==> config.mk <==
export PLATFORM = sky130hd
export DESIGN_NAME = uart_cmd_master
export DESIGN_NICKNAME = d
export VERILOG_FILES = /design/src/rtl/uart_proto_pkg.sv /design/src/rtl/uart_byte_tx_hs.sv /design/src/rtl/uart_cmd_master.sv
export SDC_FILE = /design/constraint.sdc
export NUM_CORES = 1
export LEC_CHECK = 0
export BUFFER_PORTS_ARGS = -buffer_cell sky130_fd_sc_hd__buf_2
export CORE_MARGIN = 3
export CORE_UTILIZATION = 42
export DETAILED_ROUTE_END_ITERATION = 8
export GPL_TIMING_DRIVEN = 0
export HOLD_SLACK_MARGIN = 0.15
export PLACE_DENSITY = 0.71
export SLEW_MARGIN = 20
export SYNTH_ARGS = -nofsm -noshare
export SYNTH_HDL_FRONTEND = slang
export SYNTH_SLANG_ARGS = --single-unit
==> constraint.sdc <==
create_clock -name clk -period 12.7 [get_ports clk]
set_input_delay 0.635 -clock clk [delete_from_list [all_inputs] [get_ports clk]]
set_output_delay 0.635 -clock clk [all_outputs]
set_load 0.1 [all_outputs]
==> src/rtl/uart_proto_pkg.sv <==
// uart_proto_pkg: constants, state codes and CRC step shared by the DOM UART master and responder
package uart_proto_pkg;

    localparam logic [7:0] L_HDR1        = 8'h8F;
    localparam logic [7:0] L_HDR0        = 8'hC7;
    localparam logic [7:0] L_PID1_SINGLE = 8'h00;
    localparam logic [7:0] L_PID1_BURST  = 8'h80;
    localparam logic [7:0] L_PID0_WR     = 8'h01;
    localparam logic [7:0] L_PID0_RD     = 8'h02;

    localparam logic [1:0] E_OK      = 2'd0;
    localparam logic [1:0] E_CRC     = 2'd1;
    localparam logic [1:0] E_TIMEOUT = 2'd2;
    localparam logic [1:0] E_LEN     = 2'd3;

    // TX states are contiguous (S_HDR1..S_WR_CRC0) so the master can range-check them
    localparam logic [4:0] S_IDLE     = 5'd0;
    localparam logic [4:0] S_HDR1     = 5'd1;
    localparam logic [4:0] S_HDR0     = 5'd2;
    localparam logic [4:0] S_PID1     = 5'd3;
    localparam logic [4:0] S_PID0     = 5'd4;
    localparam logic [4:0] S_LEN1     = 5'd5;
    localparam logic [4:0] S_LEN0     = 5'd6;
    localparam logic [4:0] S_ADR1     = 5'd7;
    localparam logic [4:0] S_ADR0     = 5'd8;
    localparam logic [4:0] S_WR_DATA1 = 5'd9;
    localparam logic [4:0] S_WR_DATA0 = 5'd10;
    localparam logic [4:0] S_WR_CRC1  = 5'd11;
    localparam logic [4:0] S_WR_CRC0  = 5'd12;
    localparam logic [4:0] S_RD_DATA1 = 5'd13;
    localparam logic [4:0] S_RD_DATA0 = 5'd14;
    localparam logic [4:0] S_RD_CRC1  = 5'd15;
    localparam logic [4:0] S_RD_CRC0  = 5'd16;
    localparam logic [4:0] S_DONE     = 5'd17;

`ifdef MODEL_TECH
    localparam int unsigned L_TIMEOUT_DEFAULT = 1000;
`else
    localparam int unsigned L_TIMEOUT_DEFAULT = 100000000;
`endif

    // CRC-16 poly 0x8005, MSB first, one byte per call
    function automatic logic [15:0] crc16_step(input logic [15:0] crc, input logic [7:0] data);
        logic [15:0] r;
        r = crc;
        for (int i = 7; i >= 0; i--)
            r = {r[14:0], 1'b0} ^ ((r[15] ^ data[i]) ? 16'h8005 : 16'h0000);
        return r;
    endfunction

endpackage

==> src/rtl/uart_byte_tx_hs.sv <==
// uart_byte_tx_hs: sends one byte over the 4-phase req/ack PHY handshake
module uart_byte_tx_hs (
    input  logic       clk,
    input  logic       rst,
    input  logic       start_i,
    input  logic       abort_i,
    input  logic [7:0] byte_i,
    output logic       busy_o,
    output logic       done_o,
    output logic       tx_req_o,
    output logic [7:0] tx_data_o,
    input  logic       tx_ack_i
);

    logic       busy_q, req_q, ack_q;
    logic [7:0] data_q;

    // byte completes on the falling edge of ack, only while a byte is in flight
    assign done_o    = busy_q && ack_q && !tx_ack_i;
    assign busy_o    = busy_q;
    assign tx_req_o  = req_q;
    assign tx_data_o = data_q;

    // hold data, raise req, drop req once ack is seen, free up on ack fall
    always_ff @(posedge clk or posedge rst) begin
        if (rst) begin
            busy_q <= 1'b0;
            req_q  <= 1'b0;
            ack_q  <= 1'b0;
            data_q <= 8'h00;
        end else begin
            ack_q <= tx_ack_i;
            if (abort_i) begin
                busy_q <= 1'b0;
                req_q  <= 1'b0;
            end else if (start_i && !busy_q) begin
                busy_q <= 1'b1;
                req_q  <= 1'b1;
                data_q <= byte_i;
            end else begin
                if (req_q && tx_ack_i) req_q <= 1'b0;
                if (done_o) busy_q <= 1'b0;
            end
        end
    end

endmodule

==> src/rtl/uart_cmd_master.sv <==
// uart_cmd_master: host-side DOM UART register command initiator (single/burst, read/write)
module uart_cmd_master
    import uart_proto_pkg::*;
#(
    parameter int unsigned P_TIMEOUT_CNT_MAX = L_TIMEOUT_DEFAULT
) (
    input  logic        clk,
    input  logic        rst,
    input  logic        cmd_valid,
    input  logic        cmd_rd,
    input  logic        cmd_burst,
    input  logic [15:0] cmd_len,
    input  logic [11:0] cmd_adr,
    output logic        cmd_busy,
    output logic        cmd_done,
    output logic [1:0]  cmd_err,
    output logic        wr_data_rd,
    input  logic [15:0] wr_data,
    output logic        rd_valid,
    output logic [15:0] rd_data,
    output logic        tx_req,
    output logic [7:0]  tx_data,
    input  logic        tx_ack,
    input  logic        rx_req,
    input  logic [7:0]  rx_data,
    output logic        rx_ack
);

    logic [4:0]  state_q, state_d;
    logic [31:0] to_q;
    logic [15:0] cnt_q, cnt_d, crc_q, crc_d, wd_q, rd_data_q;
    logic [11:0] adr_q;
    logic [7:0]  tx_byte, rx_byte_q, rhi_q;
    logic [1:0]  err_q, err_d;
    logic        rd_q, burst_q, rd_valid_q, rd_valid_d, rx_ack_q;
    logic        is_tx, tx_start, tx_busy, tx_done, timeout, rx_consume;

    assign is_tx      = state_q >= S_HDR1 && state_q <= S_WR_CRC0;
    assign tx_start   = is_tx && !tx_busy;
    assign timeout    = state_q != S_IDLE && state_q != S_DONE && to_q == P_TIMEOUT_CNT_MAX - 1;
    assign rx_consume = rx_ack_q && !rx_req;
    assign wr_data_rd = state_d == S_WR_DATA1 && state_q != S_WR_DATA1;
    assign cmd_busy   = state_q != S_IDLE;
    assign cmd_done   = state_q == S_DONE;
    assign cmd_err    = (state_q == S_DONE) ? err_q : E_OK;
    assign rd_valid   = rd_valid_q;
    assign rd_data    = rd_data_q;
    assign rx_ack     = rx_ack_q;

    uart_byte_tx_hs u_tx (
        .clk       (clk),
        .rst       (rst),
        .start_i   (tx_start),
        .abort_i   (timeout),
        .byte_i    (tx_byte),
        .busy_o    (tx_busy),
        .done_o    (tx_done),
        .tx_req_o  (tx_req),
        .tx_data_o (tx_data),
        .tx_ack_i  (tx_ack)
    );

    // byte to send in each TX state
    always_comb begin
        tx_byte = 8'h00;
        case (state_q)
            S_HDR1:     tx_byte = L_HDR1;
            S_HDR0:     tx_byte = L_HDR0;
            S_PID1:     tx_byte = burst_q ? L_PID1_BURST : L_PID1_SINGLE;
            S_PID0:     tx_byte = rd_q ? L_PID0_RD : L_PID0_WR;
            S_LEN1:     tx_byte = cnt_q[15:8];
            S_LEN0:     tx_byte = cnt_q[7:0];
            S_ADR1:     tx_byte = {4'h0, adr_q[11:8]};
            S_ADR0:     tx_byte = adr_q[7:0];
            S_WR_DATA1: tx_byte = wd_q[15:8];
            S_WR_DATA0: tx_byte = wd_q[7:0];
            S_WR_CRC1:  tx_byte = crc_q[15:8];
            S_WR_CRC0:  tx_byte = crc_q[7:0];
            default:    tx_byte = 8'h00;
        endcase
    end

    // command sequencing, word counting, CRC accumulation and status
    always_comb begin
        state_d    = state_q;
        cnt_d      = cnt_q;
        crc_d      = crc_q;
        err_d      = err_q;
        rd_valid_d = 1'b0;
        if (tx_start && state_q >= S_ADR1 && state_q <= S_WR_DATA0) crc_d = crc16_step(crc_q, tx_byte);
        case (state_q)
            S_IDLE: begin
                crc_d = 16'hFFFF;
                if (cmd_valid) begin
                    state_d = (cmd_burst && cmd_len == 16'd0) ? S_DONE : S_HDR1;
                    err_d   = (cmd_burst && cmd_len == 16'd0) ? E_LEN : E_OK;
                    cnt_d   = cmd_burst ? cmd_len : 16'd1;
                end
            end
            S_PID0:     if (tx_done) state_d = burst_q ? S_LEN1 : S_ADR1;
            S_ADR0:     if (tx_done) state_d = rd_q ? S_RD_DATA1 : S_WR_DATA1;
            S_WR_DATA0: if (tx_done) begin
                cnt_d   = cnt_q - 16'd1;
                state_d = (cnt_d == 16'd0) ? S_WR_CRC1 : S_WR_DATA1;
            end
            S_WR_CRC0:  if (tx_done) state_d = S_DONE;
            S_RD_DATA1: if (rx_consume) begin
                crc_d   = crc16_step(crc_q, rx_byte_q);
                state_d = S_RD_DATA0;
            end
            S_RD_DATA0: if (rx_consume) begin
                crc_d      = crc16_step(crc_q, rx_byte_q);
                cnt_d      = cnt_q - 16'd1;
                rd_valid_d = 1'b1;
                state_d    = (cnt_d == 16'd0) ? S_RD_CRC1 : S_RD_DATA1;
            end
            S_RD_CRC1:  if (rx_consume) state_d = S_RD_CRC0;
            S_RD_CRC0:  if (rx_consume) begin
                err_d   = ({rhi_q, rx_byte_q} == crc_q) ? E_OK : E_CRC;
                state_d = S_DONE;
            end
            S_DONE:     state_d = S_IDLE;
            default:    if (is_tx && tx_done) state_d = state_q + 5'd1;
        endcase
        if (timeout) begin
            state_d = S_DONE;
            err_d   = E_TIMEOUT;
        end
    end

    // FSM, per-state timeout counter and latched command fields
    always_ff @(posedge clk or posedge rst) begin
        if (rst) begin
            state_q    <= S_IDLE;
            to_q       <= 32'd0;
            cnt_q      <= 16'd0;
            crc_q      <= 16'd0;
            err_q      <= E_OK;
            rd_valid_q <= 1'b0;
            adr_q      <= 12'h000;
            rd_q       <= 1'b0;
            burst_q    <= 1'b0;
            wd_q       <= 16'h0000;
        end else begin
            state_q    <= state_d;
            to_q       <= (state_d != state_q || state_q == S_IDLE) ? 32'd0 : to_q + 32'd1;
            cnt_q      <= cnt_d;
            crc_q      <= crc_d;
            err_q      <= err_d;
            rd_valid_q <= rd_valid_d;
            if (state_q == S_IDLE && cmd_valid) begin
                adr_q   <= cmd_adr;
                rd_q    <= cmd_rd;
                burst_q <= cmd_burst;
            end
            if (wr_data_rd) wd_q <= wr_data;
        end
    end

    // RX handshake: ack and latch on req, release on req drop; abort drops ack
    always_ff @(posedge clk or posedge rst) begin
        if (rst) begin
            rx_ack_q  <= 1'b0;
            rx_byte_q <= 8'h00;
        end else if (timeout) begin
            rx_ack_q <= 1'b0;
        end else if (!rx_ack_q && rx_req) begin
            rx_ack_q  <= 1'b1;
            rx_byte_q <= rx_data;
        end else if (rx_consume) begin
            rx_ack_q <= 1'b0;
        end
    end

    // assemble read words; high byte of each word and of the CRC is held until the low byte
    always_ff @(posedge clk or posedge rst) begin
        if (rst) begin
            rhi_q     <= 8'h00;
            rd_data_q <= 16'h0000;
        end else if (rx_consume) begin
            if (state_q == S_RD_DATA1 || state_q == S_RD_CRC1) rhi_q <= rx_byte_q;
            if (state_q == S_RD_DATA0) rd_data_q <= {rhi_q, rx_byte_q};
        end
    end

endmodule
==> results of run 1 <==
-- critical path, delay by kind of cell (launching register included) --
| family | cells | cell delay, ns |
|---|---|---|
| buf+inv | 8 | 2.12 |
| simple gates | 3 | 1.12 |
| compound gates | 2 | 0.46 |
| flops | 1 | 0.44 |
| fa+ha+maj | 1 | 0.30 |
-- area by class of cell --
class                           count  share of cell area
Buffer                             54              0.0257
Clock buffer                       18              0.0434
Clock inverter                     14              0.0148
Inverter                           20             0.00836
Multi-Input combinational cell    645               0.456
Sequential cell                   146               0.370
Tap cell                          265              0.0336
Timing Repair Buffer               91              0.0484
-- layout by cell type, fill, tap and decap left out, drive strengths merged, types with 9 or more instances in the layout --
cell type,synthesis,layout
nand2b,11,11
nand3,33,33
nor4,13,13
mux2,65,65
a22oi,9,9
nand4,13,13
nor2b,15,15
a21oi,43,43
dfrtp,146,146
o21ai,46,46
clkbuf,37,55
nor2,86,86
xnor2,53,53
buf,17,108
and3,10,10
nand2,54,54
inv,20,26
xor2,34,34
nor3,15,15
-- registers in the layout (all words and copies together), names as in the netlist, 2 cells and up --
register        count
rhi_q               8
state_q             5
crc_q              16
to_q               32
cnt_q              16
rd_data            16
adr_q              12
err_q               2
wd_q               16
rx_byte_q           8
u_tx.tx_data_o      8
-- cell usage after synthesis, types with 6 or more instances --
cell type	count	share of area
dfrtp_1	146	0.43
nor2_1	85	0.038
nand2_1	53	0.023
xnor2_1	53	0.055
mux2_2	49	0.065
a21oi_1	43	0.025
o21ai_0	42	0.025
clkbuf_1	37	0.016
xor2_1	34	0.035
nand3_1	33	0.019
inv_1	19	0.0084
mux2_1	16	0.021
nor2b_1	15	0.011
nor3_1	15	0.0088
nand4_1	13	0.0096
nor4_1	12	0.0088
nand2b_1	11	0.0081
a22oi_1	9	0.0080
and3_1	9	0.0066
and2_1	8	0.0059
buf_2	8	0.0047
ha_1	8	0.012
mux2i_1	8	0.0094
or3_1	8	0.0059
a21o_1	7	0.0062
a32oi_1	7	0.0072
a31oi_1	6	0.0044
nand3b_1	6	0.0053
-- cell families after synthesis --
logic type | Yosys count | share of synthesized area
AND/OR/NAND/NOR | 299 | 0.188
flip-flops | 146 | 0.431
AO/OA/AOI/OAI | 175 | 0.137
adder cells (fa/ha/maj) | 8 | 0.0118
XOR/XNOR | 90 | 0.0981
multiplexers | 73 | 0.0957
buffers and inverters | 74 | 0.0388
-- power by group --
group          switching [uW]  internal [uW]  total, uW
Sequential                129            599        729
Combinational             871            562       1430
Clock                     216            276        493
Total                    1220           1440       2650
-- metal layers --
layer  vias to the layer above  global-route usage
met1                      3496               0.318
met3                        46              0.0424
met2                       302               0.331
met5                         -                   0
li1                       3321                   -
met4                         0              0.0767
-- worst max path at each step --
stage,startpoint,slack (ns),to,cells past startpoint
floorplan,state_q[1],8.08,wr_data_rd,15
global placement,rst,6.41,cnt_q[0],2
detailed placement,state_q[4],7.75,wr_data_rd,14
CTS,state_q[4],7.27,wr_data_rd,14
global route,state_q[4],6.85,wr_data_rd,14
finish,state_q[4],7.20,wr_data_rd,14
-- metrics by stage --
step / std cells / util / instance area, um2 / setup WS [ns]
after floorplan: 865 / - / 8490 / 8.08
after global placement: 1220 / 0.472 / 9270 / 6.41
after detailed placement: 1221 / 0.473 / 9300 / 7.75
after CTS: 1253 / 0.503 / 9880 / 7.27
after global routing: 1253 / 0.503 / 9880 / 6.85
final: 1253 / 0.503 / 9880 / 7.20
==> results.md, run 1 <==
* Status: complete, no violations
* RR Endpoint: wd_q[5]
* Slowest CP cell: nor4_2
* Metal2 WL at 10.7 mm
* Main flop type after synthesis: dfrtp_1
* Die Y at 148 um
* Clock transition at path regs at 0.06 ns
* Congestion Overflow GR at 0
* Crit path kind: flip-flop to output port
* Crit path cell chain: buf_2, clkbuf_1, clkbuf_1, inv_1, ha_1, nor4_2, a21oi_1, a21oi_1, nand3_1, or3_1, buf_2, buf_2, inv_1, buf_2
* Peak VDD IR at 131 uV
* Yosys reg bits at 146
* Asr flop ratio synth at 1.00
* Routed wire length at 24.0 mm
* Clock Tree Buf Depth at 2
* Hold slack at 0.218 ns
* Synthesized net count at 932
* CP peak stage delay at 0.71 ns
* Crit end category: output port
* Clock Latency Late Sink at 0.43 ns
* Least-Margin Pin Slew at 1.08 ns
* WL per Instance at 19.1 um
* DR DRC count at 0
* Drt via density at 5.72
* Pwr/cell area at 269 nW/um2
* Worst reg2reg path depth at 13
* Layout area overhead at 16.4%
* Starting Density at 0.432
* RSZ-0062 raised after global routing: no
* Syn avg cell area at 9.81 um2
* # Post-CTS Setup Buffers at 0
* CTS root buf: clkbuf_16
* Largest net degree at the start of global routing at 95
* TritonCTS clock tree: yes
* Initial antenna violation count at 0
* CTS Sinks at 146
* Endpoints failing hold at 0
* Die footprint at 21900 um2
* First-pass GRT wire length at 37.9 mm
* Routed wl met3 at 1.98 mm
* Uppermost routed layer: met4
* Final Max Tran Viols at 0
* Port Buf Inserts at 90
* Core area at 19700 um2
* GRT Total Usage at 0.220
* CTS Buf Count at 17
* Post-route ant nets at 0
* DPL Wire Length at 17.6 mm
* Initial drt markers at 610
* Number of hold buffers added after cts at 0
* Multi-input logic area at 4500 um2
* Arrival @ worst endpoint at 4.87 ns
* Tot Pwr at 2650 uW
* Worst path required time at 12.06 ns
* Post-CTS sizing at 0
* Critical Path Start Type: flip-flop
* Setup slack, reg-to-reg at 8.23 ns
* Total Neg Setup Slack at 0 ns
* Max Fanout on Critical Path at 10
* Storage element area at 3650 um2
* I/O pins at 91
* Layout cells sized above 1 at 0.200
* Most common cell on crit path: buf_2
* Synthesized area at 8490 um2
* Max_cap viols at 0
* Yosys cell types at 76
* Slew HR at 0.276
* N_diodes at 0
* Row count at 51
* Final Skew at 0.00901 ns
* Leakage at 0.00430 uW
* Gpl congestion at 0.959
* Fmax at 182 MHz
* Register area share after synthesis at 0.431
* Post-synth EDFFs at 0
* Tcrit/Tclk final at 0.433
* Nets at 1042
* RR Startpoint: state_q[4]
* Fillcell total at 1879
* Via Count at 7165
* Min Tclk post-route at 5.50 ns
* Worst min-delay path class: primary input to asynchronous set/reset pin
* Die Wd at 148 um
* Yosys warns at 0
* Post-Syn Instances at 865
* Vias in the first global route at 6859
* Final setup viols at 0
* DR pass1 iterations at 6
* Routed length on met1 at 10.7 mm
* H-tree depth at 4
(Power assumes the default switching activity.)
==> inputs of run 2 (changes only) <==
==> constraint.sdc (replaced) <==
create_clock -name clk -period 5.6 [get_ports clk]
set_input_delay 0.28 -clock clk [delete_from_list [all_inputs] [get_ports clk]]
set_output_delay 0.28 -clock clk [all_outputs]
set_load 0.1 [all_outputs]
==> results.md, run 2 (synthesized netlist as in run 1, its figures left out) <==
* Status: complete, no violations
* I/O pins at 91
* Most common cell on crit path: buf_2
* Initial drt markers at 604
* Slowest CP cell: nor4_2
* Arrival @ worst endpoint at 4.81 ns
* Tot Pwr at 6040 uW
* Most frequent cells in the layout: dfrtp_1, buf_2, nor2_1
* Most flops, register: to_q
* Met1 usage at 0.321
* Pwr/cell area at 588 nW/um2
* Peak VDD IR at 297 uV
* Clock transition at path regs at 0.07 ns
* Leakage at 0.00447 uW
* Fillcell total at 1832
* Max Fanout on Critical Path at 10
* Initial antenna violation count at 0
* Drt via density at 5.68
* Via Count at 7345
* DR DRC count at 0
* Layout cells sized above 1 at 0.192
* Crit end category: output port
* Largest net degree at the start of global routing at 95
* Min-delay src: cmd_len[10]
* Routed wire length at 24.5 mm
* RSZ-0062 raised after global routing: no
* Row count at 51
* CP peak stage delay at 0.67 ns
* Tcrit/Tclk final at 0.909
* Slew HR at 0.280
* Commonest non-fill, non-tap cell in the layout: dfrtp_1
* Critical Path Start Type: flip-flop
* Nets at 1083
* Layout area overhead at 21.2%
* Worst path required time at 5.32 ns
* RR Startpoint: state_q[3]
* Final setup viols at 0
* Crit path max-delay family: buffers and inverters
* WL per Instance at 19.0 um
* Met2 Use GR at 0.344
* Port Buf Inserts at 90
* Die Wd at 148 um
* Buffers & Inverters on Critical Path at 8
* Max_cap viols at 0
* Clock Latency Late Sink at 0.43 ns
* Final Max Tran Viols at 0
* Crit path launch: state_q[4]
* Most Crowded Layer GR: met2
* H-tree depth at 4
* N_diodes at 0
* Vias in the first global route at 7102
* CTS root buf: clkbuf_16
* Crit path cell chain: buf_2, clkbuf_1, clkbuf_1, inv_1, ha_1, nor4_2, a21oi_1, a21oi_1, nand3_1, or3_1, buf_2, buf_2, inv_1, buf_2
* M3 GR Usage at 0.0414
* Die Y at 148 um
* Clock Tree Buf Depth at 2
* First-pass GRT wire length at 38.7 mm
* Starting Density at 0.432
* Multi-input logic area at 4500 um2
* CTS Sinks at 146
* Core area at 19700 um2
* CTS Buf Count at 17
* Gpl congestion at 0.959
* Number of flip-flops in the largest register at 32
* Crit path kind: flip-flop to output port
* GRT Total Usage at 0.224
* Total Neg Setup Slack at 0 ns
* Fmax at 196 MHz
* Endpoints failing hold at 0
* TritonCTS clock tree: yes
* DR pass1 iterations at 5
* Least-Margin Pin Slew at 1.08 ns
* Storage element area at 3650 um2
* Post-route ant nets at 0
* Final Skew at 0.00985 ns
* Die footprint at 21900 um2
* Worst min-delay path class: primary input to flip-flop
* Finished Core Util at 0.523
* Min Tclk post-route at 5.09 ns
* DPL Wire Length at 17.6 mm
* Congestion Overflow GR at 0
-- run 2: cell count changes in the layout (fill, tap and decap cells not counted), sizes merged --
| cell | delta |
|---|---|
| dlygate4sd3 | +41 |
-- run 2: cell type report --
class	count	share of cell area
flip-flops and latches	146	0.355
inverters	20	0.00803
clock inverters	14	0.0142
multi-input cells	645	0.438
well taps	265	0.0322
repair buffers	132	0.0863
plain buffers	54	0.0247
clock buffers	18	0.0417
-- run 2: metrics by stage --
| step | worst slack [ns] | instances | hold WS (ns) | cell area, um2 |
|---|---|---|---|---|
| 6_report | 0.507 | 1294 | 0.171 | 10300 |
| 3_5_place_dp | 1.00 | 1221 | 0.324 | 9300 |
| 4_1_cts | 0.527 | 1294 | 0.163 | 10300 |
| 5_1_grt | 0.101 | 1294 | 0.164 | 10300 |
| 2_1_floorplan | 1.33 | 865 | 0.311 | 8490 |
| 3_3_place_gp | -0.332 | 1220 | 0.444 | 9270 |
-- run 2: worst min-delay path, stage by stage --
cell,delay (ns)
buf_2,0.10
a32oi_1,0.05
o21ai_0,0.13
-- run 2: report_power, final --
group	internal (uW)	leakage [uW]	switching, uW
registers	1360	0.00184	295
clock network	626	0.000281	490
logic	1290	0.00235	1980
-- run 2: repair_timing --
| action | in CTS | in global routing |
|---|---|---|
| resized for setup | 0 | 0 |
| hold buffers | 41 | 0 |
| buffers inserted | 0 | 0 |
| hold endpoints to repair | 92 | 0 |
-- run 2: routing by layer --
layer	up-vias	wire length (um)
li1	3413	-
met1	3547	10800
met2	331	10900
met3	54	2090
met4	0	671
met5	-	0
-- run 2: path summary, 6_finish.rpt --
| path | to | slack [ns] | depth (start not counted) |
|---|---|---|---|
| worst max-delay path | wr_data_rd | 0.51 | 14 |
| worst min-delay path | cnt_q[10] | 0.17 | 3 |
| worst max register to register | wd_q[5] | 1.15 | 11 |
| worst min register to register | u_tx.tx_data_o[1] | 0.48 | 2 |
| max in group asynchronous | cnt_q[7] | 4.41 | 4 |
| min in group asynchronous | to_q[14] | 0.41 | 3 |
==> inputs of run 3 (changes only) <==
--- a/config.mk
+++ b/config.mk
@@ -6,7 +6,7 @@
 export NUM_CORES = 1
 export LEC_CHECK = 0
 export BUFFER_PORTS_ARGS = -buffer_cell sky130_fd_sc_hd__buf_2
-export CORE_MARGIN = 3
+export CORE_MARGIN = 5
 export CORE_UTILIZATION = 42
 export DETAILED_ROUTE_END_ITERATION = 8
 export GPL_TIMING_DRIVEN = 0
==> results.md, run 3 (synthesized netlist as in run 1, its figures left out) <==
* Layout area overhead at 21.5%
* Congestion Overflow GR at 0
* Max_cap viols at 0
* First-pass GRT wire length at 40.4 mm
* Tcrit/Tclk final at 0.916
* Tot Pwr at 6080 uW
* Peak VDD IR at 325 uV
* Layout cells sized above 1 at 0.192
* Initial drt markers at 490
* Slew HR at 0.296
* CTS Buf Count at 17
* CP peak stage delay at 0.68 ns
* RSZ-0062 raised after global routing: no
* Final Skew at 0.0167 ns
* Final Max Tran Viols at 0
* DR DRC count at 0
* Crit path max-delay family: buffers and inverters
* Crit end category: output port
* Crit path kind: flip-flop to output port
* Die Wd at 152 um
* Via Count at 7369
* Drt via density at 5.66
* Non-Filler Instances at 1301
* Finished Core Util at 0.515
* Min Tclk post-route at 5.13 ns
* Clock transition at path regs at 0.07 ns
* Starting Density at 0.423
* Critical Path Start Type: flip-flop
* Buffers & Inverters on Critical Path at 8
* Port Buf Inserts at 90
* DR pass1 iterations at 7
* Die footprint at 23100 um2
* Row count at 52
* Worst path required time at 5.32 ns
* Initial antenna violation count at 0
* Max Fanout on Critical Path at 10
* RR Startpoint: state_q[4]
* Die Y at 152 um
* Post-route ant nets at 0
* Core area at 20000 um2
* Hold EP: cnt_q[7]
* Gpl congestion at 0.937
* Hold path cells at 3
* Routed wire length at 24.9 mm
* Min-delay src: cmd_len[7]
* H-tree depth at 4
* CTS root buf: clkbuf_16
* Clock Latency Late Sink at 0.44 ns
* I/O pins at 91
* Worst min-delay path class: primary input to flip-flop
* CTS Sinks at 146
* Commonest non-fill, non-tap cell in the layout: dfrtp_1
* Nets at 1085
* Status: complete, no violations
* TritonCTS clock tree: yes
* Crit path cell chain: buf_2, clkbuf_1, clkbuf_1, inv_1, ha_1, nor4_2, a21oi_1, a21oi_1, nand3_1, or3_1, buf_2, buf_2, inv_1, buf_2
* Clock Tree Buf Depth at 2
* WL per Instance at 19.1 um
* Fmax at 195 MHz
* Placement Setup Slack at 1.02 ns
* Most common cell on crit path: buf_2
* Slowest CP cell: nor4_2
* CP Depth at 14
* GRT Total Usage at 0.216
* Largest net degree at the start of global routing at 83
* Number of flip-flops in the largest register at 32
* RR Endpoint: wd_q[1]
* Pwr/cell area at 589 nW/um2
* N_diodes at 0
* Final setup viols at 0
* Placed cell count at 1226
* # Post-CTS Setup Buffers at 0
* DPL Wire Length at 17.7 mm
* Arrival @ worst endpoint at 4.85 ns
* Worst reg2reg path depth at 13
* Most flops, register: to_q
* Endpoints failing hold at 0
* Least-Margin Pin Slew at 1.05 ns
* Setup slack, reg-to-reg at 1.09 ns
* Final setup margin at 0.472 ns
* Total Neg Setup Slack at 0 ns
* Vias in the first global route at 7343
* Most frequent cells in the layout: dfrtp_1, buf_2, nor2_1
* Leakage at 0.00447 uW
## run 3: cell types whose count changed in the layout (fill, tap and decap cells not counted), sizes merged
cell	delta
clkinv	-4
clkinvlp	+3
dlygate4sd3	+2
inv	+1
## run 3: metrics by stage
step | instance area [um2] | hold WS, ns
after global routing | 10300 | 0.158
final | 10300 | 0.168
after global placement | 9270 | 0.447
after floorplan | 8490 | 0.311
after CTS | 10300 | 0.158
after detailed placement | 9310 | 0.358
## run 3: worst max-delay path by stage
stage,start,end,slack [ns]
after floorplan,state_q[1],wr_data_rd,1.33
after global placement,rst,cnt_q[0],-0.32
after detailed placement,state_q[4],wr_data_rd,1.02
after CTS,state_q[4],wr_data_rd,0.54
after global routing,state_q[4],wr_data_rd,0.24
final,state_q[4],wr_data_rd,0.47
## run 3: per-layer routing
metal	vias to the layer above	track usage	wire (um)
li1	3410	-	-
met1	3568	0.299	10900
met2	341	0.333	11300
met3	50	0.0557	2070
met4	0	0.0698	671
met5	-	0	0
## run 3: power by group
group | total, uW | internal (uW) | switching [uW]
Combinational | 3290 | 1300 | 1990
Sequential | 1650 | 1360 | 294
Clock | 1130 | 627 | 506
## run 3: area by class of cell
class	count	area, um2
multi-input combinational	645	4500
clock inverter	14	145
fill	1863	9730
buffer	54	254
tap	270	338
inverter	20	82.6
clock buffer	18	429
sequential	146	3650
timing repair buffer	134	908
## run 3: timing repair
| item | in CTS | in global routing |
|---|---|---|
| hold buffers | 43 | 0 |
| resized for setup | 0 | 0 |
| endpoints found under the hold margin | 106 | 0 |
## run 3: worst min-delay path, cell delays in order
cell	delay, ns
buf_2	0.09
a21oi_1	0.05
o21ai_0	0.14
